`src/rtl/debouncer_bank_if.sv`:
```
// Bus bundle between a debouncer bank and its consumer (GPIO event / UART report logic).
// rise_o/fall_o/change_o are single-cycle pulses with no back-pressure: a consumer must sample them every clock.
interface debouncer_bank_if #(
  parameter int CHANNELS = 8
);
  logic [CHANNELS-1:0] signal_i;
  logic [CHANNELS-1:0] signal_o;
  logic [CHANNELS-1:0] rise_o;
  logic [CHANNELS-1:0] fall_o;
  logic                change_o;
  logic [CHANNELS-1:0] confirm_o;  // debug view: bit k set while channel k is in CONFIRM

  modport master (
    output signal_i,
    input  signal_o, rise_o, fall_o, change_o, confirm_o
  );

  modport slave (
    input  signal_i,
    output signal_o, rise_o, fall_o, change_o, confirm_o
  );
endinterface

```
`src/rtl/debouncer_bank.sv`:
```
// Multi-channel debouncer: per-channel synchroniser, STABLE/CONFIRM filter with a period counter,
// and registered one-cycle rise/fall pulses plus an aggregate change pulse.
module debouncer_bank #(
  parameter int                  CHANNELS    = 8,
  parameter int                  CLOCK_FREQ  = 100000000,
  parameter int                  DEBOUNCE_HZ = 1000,
  parameter int                  SYNC_STAGES = 2,
  parameter logic [CHANNELS-1:0] INIT_VALUE  = '0
) (
  input  logic            clk,
  input  logic            rst_n,
  debouncer_bank_if.slave bus
);

  localparam int            LIM     = CLOCK_FREQ / DEBOUNCE_HZ;
  localparam int            CW      = (LIM > 2) ? $clog2(LIM) : 1;
  localparam logic [CW-1:0] CNT_MAX = CW'(LIM - 1);
  localparam logic [CW-1:0] CNT_ONE = CW'(1);

  if (LIM < 2) begin : g_bad_lim
    $fatal(1, "debouncer_bank: CLOCK_FREQ/DEBOUNCE_HZ must be at least 2");
  end
  if (SYNC_STAGES < 2) begin : g_bad_sync
    $fatal(1, "debouncer_bank: SYNC_STAGES must be at least 2");
  end

  typedef enum logic {
    ST_STABLE  = 1'b0,
    ST_CONFIRM = 1'b1
  } state_e;

  logic [CHANNELS-1:0] sync_q [SYNC_STAGES];
  logic [CHANNELS-1:0] s;

  state_e              state_q [CHANNELS];
  state_e              state_d [CHANNELS];
  logic [CW-1:0]       cnt_q   [CHANNELS];
  logic [CW-1:0]       cnt_d   [CHANNELS];

  logic [CHANNELS-1:0] qual;
  logic [CHANNELS-1:0] sig_q, sig_d;
  logic [CHANNELS-1:0] rise_q, rise_d;
  logic [CHANNELS-1:0] fall_q, fall_d;
  logic                change_q, change_d;
  logic [CHANNELS-1:0] confirm;

  // Synchroniser chain; the last stage is the only version of the input the filter ever sees.
  always_ff @(posedge clk or negedge rst_n) begin
    if (!rst_n) begin
      for (int i = 0; i < SYNC_STAGES; i++) begin
        sync_q[i] <= INIT_VALUE;
      end
    end else begin
      sync_q[0] <= bus.signal_i;
      for (int i = 1; i < SYNC_STAGES; i++) begin
        sync_q[i] <= sync_q[i-1];
      end
    end
  end

  assign s = sync_q[SYNC_STAGES-1];

  always_ff @(posedge clk or negedge rst_n) begin
    if (!rst_n) begin
      for (int k = 0; k < CHANNELS; k++) begin
        state_q[k] <= ST_STABLE;
        cnt_q[k]   <= '0;
      end
      sig_q    <= INIT_VALUE;
      rise_q   <= '0;
      fall_q   <= '0;
      change_q <= 1'b0;
    end else begin
      for (int k = 0; k < CHANNELS; k++) begin
        state_q[k] <= state_d[k];
        cnt_q[k]   <= cnt_d[k];
      end
      sig_q    <= sig_d;
      rise_q   <= rise_d;
      fall_q   <= fall_d;
      change_q <= change_d;
    end
  end

  // A single matching cycle drops back to STABLE, so the count always restarts from zero.
  always_comb begin
    qual = '0;
    for (int k = 0; k < CHANNELS; k++) begin
      state_d[k] = state_q[k];
      cnt_d[k]   = cnt_q[k];
      unique case (state_q[k])
        ST_STABLE: begin
          if (s[k] != sig_q[k]) begin
            state_d[k] = ST_CONFIRM;
            cnt_d[k]   = CNT_ONE;
          end else begin
            cnt_d[k]   = '0;
          end
        end
        ST_CONFIRM: begin
          if (s[k] == sig_q[k]) begin
            state_d[k] = ST_STABLE;
            cnt_d[k]   = '0;
          end else if (cnt_q[k] == CNT_MAX) begin
            state_d[k] = ST_STABLE;
            cnt_d[k]   = '0;
            qual[k]    = 1'b1;
          end else begin
            cnt_d[k]   = cnt_q[k] + CNT_ONE;
          end
        end
        default: begin
          state_d[k] = ST_STABLE;
          cnt_d[k]   = '0;
        end
      endcase
    end
  end

  // Qualifying channels take the synchronised value; pulses are registered alongside the level.
  always_comb begin
    sig_d    = sig_q ^ qual;
    rise_d   = qual & s;
    fall_d   = qual & ~s;
    change_d = |qual;
  end

  always_comb begin
    confirm = '0;
    for (int k = 0; k < CHANNELS; k++) begin
      confirm[k] = (state_q[k] == ST_CONFIRM);
    end
  end

  assign bus.signal_o  = sig_q;
  assign bus.rise_o    = rise_q;
  assign bus.fall_o    = fall_q;
  assign bus.change_o  = change_q;
  assign bus.confirm_o = confirm;

endmodule

```
`src/flat_wrapper.sv`:
```
// flat-port wrapper written by rule: the top's interface ports become plain ports
module debouncer_bank_flat 
#(
  parameter int                  CHANNELS    = 8,
  parameter int                  CLOCK_FREQ  = 100000000,
  parameter int                  DEBOUNCE_HZ = 1000,
  parameter int                  SYNC_STAGES = 2,
  parameter logic [CHANNELS-1:0] INIT_VALUE  = '0
)
  (clk, rst_n, bus_signal_i, bus_signal_o, bus_rise_o, bus_fall_o, bus_change_o, bus_confirm_o);
  debouncer_bank_if #(.CHANNELS(CHANNELS)) bus_i ();
  input  logic clk;
  input  logic rst_n;
  input wire logic [$bits(bus_i.signal_i)-1:0] bus_signal_i;
  output wire logic [$bits(bus_i.signal_o)-1:0] bus_signal_o;
  output wire logic [$bits(bus_i.rise_o)-1:0] bus_rise_o;
  output wire logic [$bits(bus_i.fall_o)-1:0] bus_fall_o;
  output wire logic [$bits(bus_i.change_o)-1:0] bus_change_o;
  output wire logic [$bits(bus_i.confirm_o)-1:0] bus_confirm_o;
  assign bus_i.signal_i = bus_signal_i;
  assign bus_signal_o = bus_i.signal_o;
  assign bus_rise_o = bus_i.rise_o;
  assign bus_fall_o = bus_i.fall_o;
  assign bus_change_o = bus_i.change_o;
  assign bus_confirm_o = bus_i.confirm_o;
  debouncer_bank #(.CHANNELS(CHANNELS), .CLOCK_FREQ(CLOCK_FREQ), .DEBOUNCE_HZ(DEBOUNCE_HZ), .SYNC_STAGES(SYNC_STAGES), .INIT_VALUE(INIT_VALUE)) u_core (.clk(clk), .rst_n(rst_n), .bus(bus_i));
endmodule
```
`config.mk`:
```
export PLATFORM = sky130hd
export DESIGN_NAME = debouncer_bank_flat
export DESIGN_NICKNAME = d
export VERILOG_FILES = /design/src/rtl/debouncer_bank_if.sv /design/src/rtl/debouncer_bank.sv /design/src/flat_wrapper.sv
export SDC_FILE = /design/constraint.sdc
export NUM_CORES = 1
export LEC_CHECK = 0
export ABC_AREA = 1
export CAP_MARGIN = 20
export CELL_PAD_IN_SITES_DETAIL_PLACEMENT = 1
export CELL_PAD_IN_SITES_GLOBAL_PLACEMENT = 2
export CORE_UTILIZATION = 32
export DETAILED_ROUTE_END_ITERATION = 8
export GPL_TIMING_DRIVEN = 0
export MAX_ROUTING_LAYER = met4
export PLACE_DENSITY_LB_ADDON = 0.1
export SLEW_MARGIN = 20
export SYNTH_ARGS = -nofsm -noshare
export SYNTH_HDL_FRONTEND = slang
export SYNTH_SLANG_ARGS = --single-unit
```
`constraint.sdc`:
```
create_clock -name clk -period 1.3 [get_ports clk]
set_clock_uncertainty 0.05 [all_clocks]
set_input_delay 0.39 -clock clk [delete_from_list [all_inputs] [get_ports clk]]
set_output_delay 0.39 -clock clk [all_outputs]
set_load 0.03 [all_outputs]
```
==> metrics.txt <==
# TYPE chip_impl_metric gauge
chip_impl_info{name="outcome",value="finished, violations left"} 1
chip_impl_info{name="violations",value="hold timing, setup timing"} 1
chip_impl_info{name="post_synthesis_cell_type_with_the_largest_combined_area",value="sky130_fd_sc_hd__dfrtp_1"} 1
chip_impl_metric{name="finalWeightedCongestion",unit=""} 0.732
chip_impl_metric{name="dp_hpwl",unit="um"} 15800
chip_impl_metric{name="power.net_switching",unit="mW"} 3.37
chip_impl_metric{name="internal-power",unit="mW"} 9.79
chip_impl_info{name="rsz0062_at_grt",value="true"} 1
chip_impl_metric{name="max-clock-path-buffers",unit=""} 2
chip_impl_metric{name="mappedNetlistNets",unit=""} 1145
chip_impl_metric{name="layout_overhead_on_the_synthesized_area",unit="%"} 50.1
chip_impl_metric{name="number_of_antenna_violations_at_the_first_check_in_global_routing",unit=""} 0
chip_impl_metric{name="max-vdd-ir-drop",unit="mV"} 0.908
chip_impl_metric{name="numCtsBuffers",unit=""} 17
chip_impl_metric{name="clk_transition_reported_paths",unit="ns"} 0.07
chip_impl_metric{name="final-max-slew-violation-count",unit=""} 0
chip_impl_metric{name="timing.final.ws_setup",unit="ns"} -0.286
chip_impl_metric{name="dp_slack",unit="ns"} -0.386
chip_impl_metric{name="total_power",unit="mW"} 13.2
chip_impl_metric{name="worst_pin_slew",unit="ns"} 0.535
chip_impl_info{name="start_to_end_type_of_the_worst_setup_path",value="register to register"} 1
chip_impl_info{name="path_cells",value="ha_4 > nand2_4 > nor2_8 > nand4_4 > nor2_4 > nand2_4 > nand2_8 > clkbuf_16 > nand2_2"} 1
chip_impl_metric{name="clk-insertion-delay-late",unit="ns"} 0.45
chip_impl_info{name="cts_tree",value="yes"} 1
chip_impl_metric{name="critPathBufInv",unit=""} 1
chip_impl_metric{name="total_power_divided_by_cell_area",unit="mW/mm2"} 925
chip_impl_metric{name="synthesis.yosys.warnings",unit=""} 0
chip_impl_metric{name="power_switching_share",unit=""} 0.256
chip_impl_metric{name="floorplan.core_area",unit="mm2"} 0.0289
chip_impl_info{name="path_delay_family",value="simple AND/OR/NAND/NOR gates"} 1
chip_impl_metric{name="critical_path.max_fanout",unit=""} 5
chip_impl_metric{name="maximum_number_of_pins_on_one_net_before_global_route_repair",unit=""} 81
chip_impl_info{name="crit_top_cell",value="sky130_fd_sc_hd__nand2_4"} 1
chip_impl_info{name="synthTopCellsByCount",value="sky130_fd_sc_hd__nand2_1 (206), sky130_fd_sc_hd__nor2_1 (203), sky130_fd_sc_hd__dfrtp_1 (185)"} 1
chip_impl_info{name="crit_path_top_delay_cell",value="sky130_fd_sc_hd__dfrtp_1"} 1
chip_impl_metric{name="final.min_clock_period",unit="ns"} 1.59
chip_impl_metric{name="layout-drive-gt1-share",unit=""} 0.459
chip_impl_metric{name="detail_route.wirelength",unit="um"} 25200
chip_impl_metric{name="finalNetCount",unit=""} 1379
chip_impl_metric{name="synth-seq-cells",unit=""} 185
chip_impl_metric{name="clockPowerShare",unit=""} 0.428
chip_impl_metric{name="cp_slowest_stage_delay",unit="ns"} 0.43
chip_impl_metric{name="residual_drc_count",unit=""} 0
chip_impl_metric{name="synthDistinctLibCells",unit=""} 35
chip_impl_info{name="synthFlopType",value="sky130_fd_sc_hd__dfrtp_1"} 1
chip_impl_metric{name="globalRouteTotalUtil",unit=""} 0.175
chip_impl_metric{name="clock_sink_count",unit=""} 185
chip_impl_metric{name="synthesis.instances",unit=""} 1127
chip_impl_metric{name="row_count",unit=""} 62
chip_impl_metric{name="numPortBuffers",unit=""} 42
chip_impl_metric{name="synth.avg_cell_area",unit="um2"} 8.41
chip_impl_metric{name="wire_per_inst",unit="um"} 14.3
chip_impl_info{name="setup.worst_path.end_class",value="register"} 1
chip_impl_info{name="synth_area_leaders",value="sky130_fd_sc_hd__dfrtp_1 (49%), sky130_fd_sc_hd__nand2_1 (8.2%), sky130_fd_sc_hd__nor2_1 (8.0%)"} 1
chip_impl_metric{name="cp_arrival",unit="ns"} 1.87
chip_impl_metric{name="synth_seq_area_share",unit=""} 0.488
chip_impl_metric{name="hold_violations",unit=""} 51
chip_impl_metric{name="cts_max_level",unit=""} 4
chip_impl_info{name="clk_root_buf",value="sky130_fd_sc_hd__clkbuf_16"} 1
chip_impl_metric{name="detail_route.first_pass.iterations",unit=""} 4
chip_impl_metric{name="hold_slack_final",unit="ns"} -0.201
chip_impl_metric{name="first_global_vias",unit=""} 8475
chip_impl_metric{name="grt_pass1_wl",unit="um"} 41700
chip_impl_info{name="post-synth-top-count-cell",value="sky130_fd_sc_hd__nand2_1"} 1
chip_impl_info{name="worstSetupStartpointType",value="register"} 1
chip_impl_metric{name="highest_achievable_clock_rate",unit="MHz"} 631
chip_impl_metric{name="relSlewSlack",unit=""} 0.640
chip_impl_metric{name="finalSetupViolCount",unit=""} 199
chip_impl_metric{name="die-width",unit="um"} 174
chip_impl_metric{name="post-synth-top-area-fraction",unit=""} 0.488
chip_impl_metric{name="y_dimension_of_the_die",unit="um"} 174
chip_impl_metric{name="crit_required",unit="ns"} 1.58
chip_impl_metric{name="pwr-share-seq",unit=""} 0.456
chip_impl_metric{name="initial_utilization",unit=""} 0.328
chip_impl_info{name="worst_hold_path_type",value="input pin to async pin"} 1
chip_impl_metric{name="pwr-share-comb",unit=""} 0.116
chip_impl_metric{name="n_fill_cell",unit=""} 3239
chip_impl_metric{name="final_antenna_net_count",unit=""} 0
chip_impl_metric{name="synth_edf_count",unit=""} 0
chip_impl_metric{name="total_leakage_power",unit="nW"} 6.16
chip_impl_metric{name="design.die.area",unit="mm2"} 0.0303
chip_impl_metric{name="vias_per_cell",unit=""} 4.60
chip_impl_metric{name="maximum_capacitance_violations",unit=""} 0
chip_impl_metric{name="pin_count",unit=""} 43
chip_impl_metric{name="synth_async_sr_flop_share",unit=""} 1.00
chip_impl_metric{name="mappedNetlistArea",unit="mm2"} 0.00948
chip_impl_metric{name="vias",unit=""} 8095
chip_impl_metric{name="gr-total-overflow",unit=""} 0
chip_impl_metric{name="finalCritPeriodShare",unit=""} 1.22
chip_impl_metric{name="n_antenna_cell",unit=""} 0
chip_impl_metric{name="first_iter_violations",unit=""} 293
cells in the final DEF (no fill, tap or decap), drive strengths merged, types with 6 or more instances in the layout:
master,instances
a21oi,28
buf,210
clkbuf,22
clkdlybuf4s50,8
dfrtp,185
ha,8
inv,157
nand2,227
nand3,67
nand4,30
nor2,257
nor3,62
nor3b,12
o21ai,22
o21bai,6
xnor2,10
xor2,41
cell families (layout without fill, tap and decap cells):
logic type,count (synthesis),count (layout),synth area share
buffers and inverters,161,407,0.0699
flip-flops,185,185,0.488
AO/OA/AOI/OAI,61,61,0.0368
AND/OR/NAND/NOR,661,662,0.347
XOR/XNOR,51,51,0.0471
adder cells (fa/ha/maj),8,8,0.0106
power by group through the flow:
stage,sequential [mW],combinational [mW],clock (mW)
2_1_floorplan,6.14,0.454,0
3_3_place_gp,6.09,0.881,0
3_5_place_dp,6.09,0.911,0
4_1_cts,5.99,1.39,5.83
5_1_grt,6.02,1.68,6.05
6_report,6.01,1.52,5.63
worst register-to-register path, stage by stage, from the launching register on:
cell and delay [ns]:
sky130_fd_sc_hd__dfrtp_1 0.43, sky130_fd_sc_hd__ha_4 0.17, sky130_fd_sc_hd__nand2_4 0.08, sky130_fd_sc_hd__nor2_8 0.14, sky130_fd_sc_hd__nand4_4 0.10, sky130_fd_sc_hd__nor2_4 0.12
sky130_fd_sc_hd__nand2_4 0.09, sky130_fd_sc_hd__nand2_8 0.10, sky130_fd_sc_hd__clkbuf_16 0.16, sky130_fd_sc_hd__nand2_2 0.04
registers in the layout (all words and copies together) (netlist names):
signal                count
u_core.s                  8
u_core.bus.change_o       1
u_core.bus.confirm_o      8
u_core.bus.signal_o       8
u_core.bus.fall_o         8
u_core.cnt_q            136
u_core.bus.rise_o         8
u_core.sync_q             8
what timing repair did:
item,in CTS,in global routing
pin swaps,99,102
gates cloned,5,2
gates resized for setup,430,192
hold endpoints to repair,51,51
buffers inserted,107,64
setup endpoints to repair,200,202
layer usage:
metal  vias to the layer above  part of all wire  wire length (um)  track usage
li1                       4040                 -                 -            -
met1                      3988              0.46             11600        0.218
met2                        52              0.51             12900        0.295
met3                        15             0.018               445       0.0322
met4                         0             0.011               286       0.0406
met5                         -                 0                 0            -
final timing paths:
path | cells after the start | slack (ns) | to | start
setup reg to reg | 9 | -0.29 | u_core.bus.confirm_o[6] | u_core.cnt_q[18]
hold / removal | 1 | -0.20 | u_core.cnt_q[65] | rst_n
min in group clk | 0 | 0.30 | u_core.s[5] | u_core.sync_q[13]
max in group asynchronous | 3 | 0.28 | u_core.cnt_q[8] | rst_n
hold reg to reg | 0 | 0.30 | u_core.s[5] | u_core.sync_q[13]
setup / recovery | 9 | -0.29 | u_core.bus.confirm_o[6] | u_core.cnt_q[18]
area by class of cell:
type / instances / area (um2) / share of cell area
flip-flops and latches: 185 / 4650 / 0.327
multi-input cells: 782 / 5680 / 0.399
well taps: 384 / 480 / 0.0338
plain buffers: 6 / 100 / 0.00703
inverters: 155 / 597 / 0.0419
repair buffers: 214 / 2090 / 0.147
clock inverters: 12 / 163 / 0.0114
clock buffers: 20 / 467 / 0.0328
stage by stage:
step	TNS, ns	hold slack, ns	utilization	instances	instance area, um2
2_1_floorplan	-6.11	0.0444	-	1127	9680
3_3_place_gp	-1667.32	0.283	0.366	1553	10600
3_5_place_dp	-60.31	0.286	0.368	1555	10600
4_1_cts	-32.94	-0.195	0.452	1699	13100
5_1_grt	-47.36	-0.178	0.492	1758	14200
6_report	-31.81	-0.201	0.492	1758	14200
No activity file was read; power rests on OpenSTA's default activity.
